### src/rtl/ten_gig_pkg.sv
// Shared types and constants for the 10G link supervisor.
package ten_gig_pkg;

  typedef enum logic [2:0] {
    ST_OFF,
    ST_RESET,
    ST_WAIT_DONE,
    ST_WAIT_LINK,
    ST_UP,
    ST_FAIL
  } state_t;

  localparam int DROP_W = 8;

endpackage

### src/rtl/ten_gig_link_sup_ch.sv
// Per-channel bring-up FSM: reset pulse, wait for reset-done, debounce the
// link qualifiers, watch the link while up and retry or give up on failure.
module ten_gig_link_sup_ch
  import ten_gig_pkg::*;
#(
  parameter int RESET_HOLD = 16,
  parameter int DEBOUNCE   = 1024,
  parameter int TIMEOUT    = 1000000,
  parameter int MAX_RETRY  = 3
) (
  input  logic              clk,
  input  logic              rst,
  input  logic              enable,
  input  logic              clear,
  input  logic              rst_done,
  input  logic              block_sync,
  input  logic              pma_link,
  input  logic              pcs_rx_link,
  output logic              ch_rst,
  output logic              link_up,
  output logic              link_fail,
  output logic [DROP_W-1:0] drop_cnt
);

  localparam int HOLD_W = $clog2(RESET_HOLD + 1);
  localparam int TMO_W  = $clog2(TIMEOUT + 1);
  localparam int DEB_W  = $clog2(DEBOUNCE + 1);

  localparam logic [HOLD_W-1:0] HOLD_LAST  = HOLD_W'(RESET_HOLD - 1);
  localparam logic [TMO_W-1:0]  TMO_LAST   = TMO_W'(TIMEOUT - 1);
  localparam logic [DEB_W-1:0]  DEB_LAST   = DEB_W'(DEBOUNCE - 1);
  localparam logic [3:0]        RETRY_LAST = 4'(MAX_RETRY);

  state_t              state, state_nxt;
  logic [HOLD_W-1:0]   hold_cnt, hold_nxt;
  logic [TMO_W-1:0]    tmo_cnt, tmo_nxt;
  logic [DEB_W-1:0]    deb_cnt, deb_nxt;
  logic [3:0]          retry_cnt, retry_nxt;
  logic [DROP_W-1:0]   drop_q, drop_nxt;
  logic                qual_ok;
  logic                attempt_fail;

  // Saturating increment for the link-drop counter.
  function automatic logic [DROP_W-1:0] drop_sat_inc(input logic [DROP_W-1:0] v);
    return (v == '1) ? v : v + 1'b1;
  endfunction

  assign qual_ok  = block_sync & pma_link & pcs_rx_link;
  assign drop_cnt = drop_q;

  // State and counter registers; reset returns everything to an idle OFF channel.
  always_ff @(posedge clk) begin
    if (rst) begin
      state     <= ST_OFF;
      hold_cnt  <= '0;
      tmo_cnt   <= '0;
      deb_cnt   <= '0;
      retry_cnt <= '0;
      drop_q    <= '0;
    end else begin
      state     <= state_nxt;
      hold_cnt  <= hold_nxt;
      tmo_cnt   <= tmo_nxt;
      deb_cnt   <= deb_nxt;
      retry_cnt <= retry_nxt;
      drop_q    <= drop_nxt;
    end
  end

  // Next-state, counter updates and Moore outputs.
  always_comb begin
    state_nxt    = state;
    hold_nxt     = hold_cnt;
    tmo_nxt      = tmo_cnt;
    deb_nxt      = deb_cnt;
    retry_nxt    = retry_cnt;
    drop_nxt     = drop_q;
    attempt_fail = 1'b0;
    ch_rst       = 1'b0;
    link_up      = 1'b0;
    link_fail    = 1'b0;

    case (state)
      ST_OFF: begin
        ch_rst = 1'b1;
        if (enable) state_nxt = ST_RESET;
      end
      ST_RESET: begin
        ch_rst = 1'b1;
        if (hold_cnt == HOLD_LAST) state_nxt = ST_WAIT_DONE;
        else                       hold_nxt  = hold_cnt + HOLD_W'(1);
      end
      ST_WAIT_DONE: begin
        if (rst_done)                state_nxt    = ST_WAIT_LINK;
        else if (tmo_cnt == TMO_LAST) attempt_fail = 1'b1;
        else                         tmo_nxt      = tmo_cnt + TMO_W'(1);
      end
      ST_WAIT_LINK: begin
        // Any qualifier dropout restarts the debounce window.
        deb_nxt = qual_ok ? deb_cnt + DEB_W'(1) : '0;
        if (qual_ok && deb_cnt == DEB_LAST) state_nxt    = ST_UP;
        else if (tmo_cnt == TMO_LAST)       attempt_fail = 1'b1;
        else                                tmo_nxt      = tmo_cnt + TMO_W'(1);
      end
      ST_UP: begin
        link_up   = 1'b1;
        retry_nxt = '0;
        if (!(qual_ok && rst_done)) begin
          drop_nxt  = drop_sat_inc(drop_q);
          state_nxt = ST_RESET;
        end
      end
      ST_FAIL: begin
        ch_rst    = 1'b1;
        link_fail = 1'b1;
        if (clear) state_nxt = ST_RESET;
      end
      default: state_nxt = ST_OFF;
    endcase

    if (attempt_fail) begin
      retry_nxt = retry_cnt + 4'd1;
      state_nxt = (retry_nxt == RETRY_LAST) ? ST_FAIL : ST_RESET;
    end

    // Clear wins over a simultaneous drop increment; it also releases FAIL.
    if (clear) begin
      retry_nxt = '0;
      drop_nxt  = '0;
      if (state_nxt == ST_FAIL) state_nxt = ST_RESET;
    end

    // Disable overrides every other transition and never counts a drop.
    if (!enable) begin
      state_nxt = ST_OFF;
      retry_nxt = '0;
      drop_nxt  = clear ? '0 : drop_q;
    end

    if (state_nxt != state) begin
      hold_nxt = '0;
      tmo_nxt  = '0;
      deb_nxt  = '0;
    end
  end

endmodule

### src/rtl/ten_gig_link_supervisor.sv
// Supervises NUM_CH 10G PCS/PMA channels: synchronizes the asynchronous
// status inputs and runs one independent bring-up FSM per channel.
module ten_gig_link_supervisor
  import ten_gig_pkg::*;
#(
  parameter int NUM_CH     = 2,
  parameter int RESET_HOLD = 16,
  parameter int DEBOUNCE   = 1024,
  parameter int TIMEOUT    = 1000000,
  parameter int MAX_RETRY  = 3
) (
  input  logic                     i_sys_clk,
  input  logic                     i_rst,
  input  logic [NUM_CH-1:0]        i_ch_enable,
  input  logic                     i_clear,
  input  logic [NUM_CH-1:0]        i_rst_done,
  input  logic [NUM_CH-1:0]        i_block_sync,
  input  logic [NUM_CH-1:0]        i_pma_link,
  input  logic [NUM_CH-1:0]        i_pcs_rx_link,
  output logic [NUM_CH-1:0]        o_ch_rst,
  output logic [NUM_CH-1:0]        o_link_up,
  output logic [NUM_CH-1:0]        o_link_fail,
  output logic [DROP_W*NUM_CH-1:0] o_drop_cnt
);

  localparam int SW = 4 * NUM_CH;

  logic [SW-1:0] async_in;
  logic [SW-1:0] sync_p0, sync_p1;

  assign async_in = {i_pcs_rx_link, i_pma_link, i_block_sync, i_rst_done};

  // Two-flop synchronizer for all asynchronous status inputs.
  always_ff @(posedge i_sys_clk) begin
    if (i_rst) begin
      sync_p0 <= '0;
      sync_p1 <= '0;
    end else begin
      sync_p0 <= async_in;
      sync_p1 <= sync_p0;
    end
  end

  for (genvar n = 0; n < NUM_CH; n++) begin : g_ch
    ten_gig_link_sup_ch #(
      .RESET_HOLD (RESET_HOLD),
      .DEBOUNCE   (DEBOUNCE),
      .TIMEOUT    (TIMEOUT),
      .MAX_RETRY  (MAX_RETRY)
    ) u_ch (
      .clk         (i_sys_clk),
      .rst         (i_rst),
      .enable      (i_ch_enable[n]),
      .clear       (i_clear),
      .rst_done    (sync_p1[n]),
      .block_sync  (sync_p1[NUM_CH + n]),
      .pma_link    (sync_p1[2*NUM_CH + n]),
      .pcs_rx_link (sync_p1[3*NUM_CH + n]),
      .ch_rst      (o_ch_rst[n]),
      .link_up     (o_link_up[n]),
      .link_fail   (o_link_fail[n]),
      .drop_cnt    (o_drop_cnt[DROP_W*n +: DROP_W])
    );
  end

endmodule

### config.mk
export PLATFORM = sky130hd
export DESIGN_NAME = ten_gig_link_supervisor
export DESIGN_NICKNAME = d
export VERILOG_FILES = /design/src/rtl/ten_gig_pkg.sv /design/src/rtl/ten_gig_link_sup_ch.sv /design/src/rtl/ten_gig_link_supervisor.sv
export SDC_FILE = /design/constraint.sdc
export NUM_CORES = 1
export LEC_CHECK = 0
export CORE_MARGIN = 1.5
export CORE_UTILIZATION = 45
export CTS_BUF_LIST = sky130_fd_sc_hd__clkbuf_4
export CTS_CLUSTER_DIAMETER = 120
export DETAILED_ROUTE_END_ITERATION = 8
export PLACE_DENSITY = 0.65
export SYNTH_ARGS = -nofsm -noshare
export SYNTH_HDL_FRONTEND = slang
export SYNTH_HIERARCHICAL = 1
export SYNTH_SLANG_ARGS = --single-unit
### constraint.sdc
create_clock -name i_sys_clk -period 2.3 [get_ports i_sys_clk]
set_input_delay 0.69 -clock i_sys_clk [delete_from_list [all_inputs] [get_ports i_sys_clk]]
set_output_delay 0.69 -clock i_sys_clk [all_outputs]
set_load 0.05 [all_outputs]
# Word-level counts from Yosys, hierarchy flattened
# Index checks and enable logic that the tools add are counted.
[totals] reg_bits=118 inputBits=13 out_inout_bits=22 wordCells=153
[op_classes] n_addsub=10 n_eq_ne=32 muxes=63 bitwise=8 n_reduce_logical=26
[op_table] cell="$mux W20" n=6
[op_table] cell="$mux W8" n=11
[op_table] cell="$pmux W20 S2" n=2
[op_table] cell="$mux W3" n=22
[op_table] cell="$add A20 B1 Y20 const B" n=2
[op_table] cell="$eq A20 B20 Y1 const B" n=2
[op_table] cell="$pmux W3 S6" n=2
[op_table] cell="$add A11 B1 Y11 const B" n=2
[op_table] cell="$eq A11 B10 Y1 const B" n=2
[op_table] cell="$mux W11" n=2
[op_table] cell="$eq A3 B3 Y1 const B" n=6
[op_table] cell="$add A8 B1 Y8 const B" n=2
[op_table] cell="$eq A8 B8 Y1 const B" n=2
[op_table] cell="$mux W4" n=4
[op_table] cell="$ne A2 B2 Y1 const B" n=8
[op_table] cell="$reduce_bool A2 Y1" n=8
[op_table] cell="$eq A3 B2 Y1 const B" n=4
[op_table] cell="$mux W1" n=12
[op_table] cell="$reduce_or A3 Y1" n=4
[op_table] cell="$add A5 B1 Y5 const B" n=2
[op_table] cell="$eq A5 B4 Y1 const B" n=2
[op_table] cell="$add A4 B1 Y4 const B" n=2
[op_table] cell="$eq A4 B2 Y1 const B" n=2
[op_table] cell="$reduce_and A4 Y1" n=2
[op_table] cell="other kinds (10)" n=26

# Depth between registers and ports, before layout
[depth] ltp_word=12 depth_mapped=10 ltp_nobuf=9

# Modules after synthesis
# Netlist, hierarchy kept.
[by_module_without_submodules] module="ten_gig_link_sup_ch at g_ch[0].u_ch" n_inst=1 cells_per_inst=333 area_per_inst_um2=3047.9 seq_area_each_um2=1021.0
[by_module_without_submodules] module="ten_gig_link_sup_ch at g_ch[1].u_ch" n_inst=1 cells_per_inst=336 area_per_inst_um2=2824.0 seq_area_each_um2=1021.0
[by_module_without_submodules] module="ten_gig_link_supervisor" n_inst=1 cells_per_inst=33 area_per_inst_um2=464.2 seq_area_each_um2=320.3

# Worst setup path before layout
# No wires, ideal clock.
[synth_path] kind="register -> register" from="register g_ch[0].u_ch.state[2]" to="register g_ch[0].u_ch.tmo_cnt[3]" setup_ns=0.087 arrival_ns=2.505 required_time_ns=2.213 slack_ns=-0.292 stages_incl_launch_ff=9 path_buffers=2 synth_period_minus_slack_ns=2.592 cell_sequence="dfxtp_1 > clkbuf_1 > nor2b_1 > nor2b_1 > a22oi_1 > nor2_1 > o22ai_4 > buf_6 > nor4b_2"
[synth_via] elab_chain_cells=9 word_cells_on_any_way=26 cone_classes="9 x eq/ne; 13 x mux; 4 x reduce/logical"
[synth_lines] element="start, declared" line_no="ten_gig_link_sup_ch.sv:34" rtl="state_t state, state_nxt;"
[synth_lines] element="start signal, assigned" line_no="ten_gig_link_sup_ch.sv:61" rtl="state <= state_nxt;"
[synth_lines] element="$eq A3 B3 Y1, or another cell as far along" line_no="ten_gig_link_sup_ch.sv:83" rtl="case (state)"
[synth_lines] element="$pmux W3 S6 or $pmux W1 S2 (tied branches)" line_no="ten_gig_link_sup_ch.sv:83"
[synth_lines] element="$mux W3" line_no="ten_gig_link_sup_ch.sv:121" rtl="if (attempt_fail) begin"
[synth_lines] element="$eq A3 B3 Y1" line_no="ten_gig_link_sup_ch.sv:130" rtl="if (state_nxt == ST_FAIL) state_nxt = ST_RESET;"
[synth_lines] element="$mux W3" line_no="ten_gig_link_sup_ch.sv:130"
[synth_lines] element="$mux W3" line_no="ten_gig_link_sup_ch.sv:127" rtl="if (clear) begin"
[synth_lines] element="$mux W3" line_no="ten_gig_link_sup_ch.sv:134" rtl="if (!enable) begin"
[synth_lines] element="$ne A3 B3 Y1" line_no="ten_gig_link_sup_ch.sv:140" rtl="if (state_nxt != state) begin"
[synth_lines] element="$reduce_or A2 Y1 (no source line)"
[synth_lines] element="end signal, assigned" line_no="ten_gig_link_sup_ch.sv:63" rtl="tmo_cnt <= tmo_nxt;"
[synth_lines] element="end, declared" line_no="ten_gig_link_sup_ch.sv:36" rtl="logic [TMO_W-1:0] tmo_cnt, tmo_nxt;"
# Parallel ways exist; a longest one is shown, timed or not.
# A chain may end at the register's enable or synchronous reset.

# Final worst setup path
[layout_path] from="register g_ch[0].u_ch.tmo_cnt[11]" to="register g_ch[0].u_ch.tmo_cnt[10]"
[layout_via] elab_chain_cells=11 word_cells_on_any_way=16 cone_classes="3 x eq/ne; 12 x mux; 1 x reduce/logical"
[layout_lines] element="$eq A20 B20 Y1 *" line_no="ten_gig_link_sup_ch.sv:95, ten_gig_link_sup_ch.sv:102"
[layout_lines] element="$mux W1" line_no="ten_gig_link_sup_ch.sv:95, ten_gig_link_sup_ch.sv:102"
[layout_lines] element="$mux W1 (on tied branches)" line_no="ten_gig_link_sup_ch.sv:101, ten_gig_link_sup_ch.sv:94"
[layout_lines] element="$pmux W1 S2" line_no="ten_gig_link_sup_ch.sv:83"
[layout_lines] element="$mux W3" line_no="ten_gig_link_sup_ch.sv:121"
[layout_lines] element="$eq A3 B3 Y1" line_no="ten_gig_link_sup_ch.sv:130"
[layout_lines] element="$mux W3" line_no="ten_gig_link_sup_ch.sv:130"
[layout_lines] element="$mux W3" line_no="ten_gig_link_sup_ch.sv:127"
[layout_lines] element="$mux W3" line_no="ten_gig_link_sup_ch.sv:134"
[layout_lines] element="$ne A3 B3 Y1" line_no="ten_gig_link_sup_ch.sv:140"
[layout_lines] element="$reduce_or A2 Y1 (no source line)"
# Mark *: on every way between the ends. The rest lies on a longest branch, timed or not. The select of a mux whose other input is x is not followed.

==> impl_metrics.env <==
export IMPL_synthDominantCellAreaShare_pct=37.3
export IMPL_worst_r2r_cell_count=10
export IMPL_setup_slack_ns=-0.125
export IMPL_post_synth_top_count_cell="sky130_fd_sc_hd__dfxtp_1"
export IMPL_drt_pass1_iter_count=5
export IMPL_routed_via_count=5541
export IMPL_placedInstanceArea_sq_um=7340
export IMPL_ioPinCount=35
export IMPL_synthesis_area_per_instance_sq_um=9.03
export IMPL_ys_ff_latch=118
export IMPL_startpoint_type="flip-flop"
export IMPL_synthesis_nets=729
export IMPL_pwr_density_cell_nw_per_um2=481
export IMPL_synthesis_instances=702
export IMPL_drive_gt1_share_pct=27.9
export IMPL_syn_to_final_growth_pct=28.7
export IMPL_cts_root_buf="sky130_fd_sc_hd__clkbuf_4"
export IMPL_run_status="complete, but fails checks"
export IMPL_endpoint_of_the_lowest_slack_register_to_register_path="g_ch[0].u_ch/tmo_cnt[10]$_SDFFE_PP0P_"
export IMPL_ys_dominant_reg_cell="sky130_fd_sc_hd__dfxtp_1"
export IMPL_drc_violations=0
export IMPL_post_synth_main_area_contributors="sky130_fd_sc_hd__dfxtp_1, sky130_fd_sc_hd__nor4b_2, sky130_fd_sc_hd__xnor2_1"
export IMPL_setup_total_negative_slack_ns=-2.68
export IMPL_finalNetCount=841
export IMPL_antenna_cells=0
export IMPL_endpoint_kind="flip-flop"
export IMPL_clock_transition_at_path_regs_ns=0.11
export IMPL_max_vdd_drop_mv=0.411
export IMPL_globalRouteTotalUtil_pct=21.6
export IMPL_fp_row_count=43
export IMPL_ctsLongestPathBuffers=2
export IMPL_die_h_um=122
export IMPL_cts_tree="done"
export IMPL_worstPathArrival_ns=2.83
export IMPL_antenna_left=0
export IMPL_routedWlPerCell_um=14.9
export IMPL_max_slew_margin_rel_pct=65.6
export IMPL_avgViaCountPerCell=5.50
export IMPL_r2r_setup_slack_ns=-0.13
export IMPL_cp_max_fo=7
export IMPL_timing_setup_critical_path_class="reg -> reg"
export IMPL_yosys_top_cells_count="sky130_fd_sc_hd__dfxtp_1, sky130_fd_sc_hd__nor2_1, sky130_fd_sc_hd__nand2_1"
export IMPL_fp_dieW_um=122
export IMPL_unique_masters_post_synth=73
export IMPL_grt_max_degree=22
export IMPL_max_slew_worst_pin_slew_ns=0.515
export IMPL_io_buffers=34
export IMPL_timing_rr_start="g_ch[0].u_ch/tmo_cnt[11]$_SDFFE_PP0P_"
export IMPL_rsz0062_at_grt="yes"
export IMPL_mapped_area_sq_um=6340
export IMPL_finalSetupViolations=36
export IMPL_htreeDepth=4
export IMPL_hold_viol=0
export IMPL_final_max_slew_viol_count=0
export IMPL_floorplan_initialDensity_pct=45.8
export IMPL_synthesis_yosys_warnings=6
export IMPL_hold_class="in -> reg"
export IMPL_ys_seq_area_share_pct=37.3
export IMPL_endpoint="g_ch[0].u_ch/tmo_cnt[10]$_SDFFE_PP0P_"
export IMPL_grt_first_pass_wirelength_mm=25.7
export IMPL_holdBufCountCts=0
export IMPL_clock_fmax_mhz=412
export IMPL_grt_overflow_total=0
export IMPL_die_area_sq_um=14800
export IMPL_clk_latency_ns=0.53
export IMPL_core_box_area_sq_um=13800
export IMPL_leakage_uw=0.00297
export IMPL_async_set_or_reset_register_ratio_after_synthesis_pct=0
export IMPL_min_period_over_period_pct=105
export IMPL_numCtsBuffers=17
export IMPL_dp_hpwl_mm=10.3
export IMPL_synth_edff_count=0
export IMPL_vias_in_the_first_global_route=5511
export IMPL_synth_top_area_cell="sky130_fd_sc_hd__dfxtp_1"
export IMPL_fin_worst_skew_ns=0.0218
export IMPL_drv_max_cap_violation_count=0
export IMPL_period_needed_ns=2.43
export IMPL_clkSinkCount=118
export IMPL_timing_hold_ws_ns=0.428
export IMPL_postRouteWirelength_mm=15.0
export IMPL_gp_congestion=0.863
export IMPL_worstPathRequired_ns=2.71
export IMPL_startpoint="g_ch[0].u_ch/tmo_cnt[11]$_SDFFE_PP0P_"
export IMPL_detailedRoute_firstIterationViolations=326
export IMPL_failed_checks="negative setup slack"
export IMPL_postLayoutCellArea_sq_um=8150
export IMPL_initial_antenna_violation_count=0
==> worst min path at each step <==
stage                          startpoint                          endpoint  slack, ns  depth (start not counted)
floorplan           sync_p0[3]$_SDFF_PP0_             sync_p1[3]$_SDFF_PP0_       0.41                          1
global placement    sync_p0[4]$_SDFF_PP0_             sync_p1[4]$_SDFF_PP0_       0.42                          1
detailed placement  sync_p0[6]$_SDFF_PP0_             sync_p1[6]$_SDFF_PP0_       0.42                          1
CTS                                 i_rst  g_ch[1].u_ch/state[0]$_SDFF_PP0_       0.38                          2
global route                        i_rst  g_ch[1].u_ch/state[0]$_SDFF_PP0_       0.38                          2
finish                              i_rst  g_ch[1].u_ch/state[0]$_SDFF_PP0_       0.43                          2
==> worst max-delay path: stages, from the launching register on <==
cell and delay [ns]:
sky130_fd_sc_hd__dfxtp_2 0.34, sky130_fd_sc_hd__or4_4 0.54, sky130_fd_sc_hd__nor4_4 0.27, sky130_fd_sc_hd__buf_4 0.18, sky130_fd_sc_hd__and4_4 0.23, sky130_fd_sc_hd__a21oi_4 0.06
sky130_fd_sc_hd__o22ai_4 0.20, sky130_fd_sc_hd__buf_6 0.18, sky130_fd_sc_hd__buf_12 0.11, sky130_fd_sc_hd__buf_12 0.12, sky130_fd_sc_hd__nor4b_2 0.05
==> layout make-up <==
class / count / area [sq um]
multi-input cells: 537 / 4020
clock inverters: 15 / 179
clock buffers: 17 / 128
flip-flops and latches: 118 / 2390
well taps: 180 / 225
repair buffers: 123 / 1150
inverters: 17 / 66.3
fillers: 1167 / 5670
==> power by group <==
group	switching (uW)	internal (uW)
Combinational	120	123
Clock	853	760
Sequential	12.4	2060
Total	985	2940
==> routing by layer <==
metal  vias to the layer above  GRT usage [%]  wire length, um
met5                         -              0                0
met4                         0           6.99              265
met3                        25           5.06              568
met2                       107           37.1             7320
met1                      2640           26.6             6820
li1                       2769              -                -
==> kinds of logic after synthesis <==
family,synth area share (%)
and+or+nand+nor,35.7
DFF,37.3
AOI/OAI and AO/OA,9.81
xor gates and xnor gates,9.68
buffers and inverters,3.83
adders and majority gates,2.76
muxes,0.968
==> cell usage in the layout (no fill, tap or decap), types with 26 or more instances in the layout <==
cell	Yosys	layout
sky130_fd_sc_hd__nor2_1	70	70
sky130_fd_sc_hd__xor2_1	33	33
sky130_fd_sc_hd__nand3_1	41	40
sky130_fd_sc_hd__nand4_1	26	26
sky130_fd_sc_hd__a21oi_1	30	29
sky130_fd_sc_hd__buf_4	0	76
sky130_fd_sc_hd__nor3_1	34	31
sky130_fd_sc_hd__xnor2_1	37	37
sky130_fd_sc_hd__dfxtp_1	118	107
sky130_fd_sc_hd__nand2_1	45	45
==> registers in the layout, summed over array words and instances, names as in the netlist <==
name,flops
g_ch.u_ch/deb_cnt,22
g_ch.u_ch/drop_cnt,16
g_ch.u_ch/hold_cnt,10
g_ch.u_ch/retry_cnt,8
g_ch.u_ch/state,6
g_ch.u_ch/tmo_cnt,40
sync_p0,8
sync_p1,8
==> stage by stage <==
stage	utilization, %	cells	power, uW	setup WS (ns)
6_report	59.0	1007	3930	-0.125
5_1_grt	59.0	1007	4090	-0.229
4_1_cts	57.8	998	3960	-0.116
3_5_place_dp	53.1	955	2320	-0.425
3_3_place_gp	53.1	955	2320	-0.319
2_1_floorplan	-	702	2240	0.00772
==> what timing repair did <==
| item | in CTS | in global routing |
|---|---|---|
| setup buffers | 9 | 9 |
| gates resized for setup | 73 | 20 |
| pin swaps | 16 | 5 |
| endpoints found under the setup margin | 55 | 75 |
| cloned | 3 | 0 |
Power figures use the tool's default switching activity.
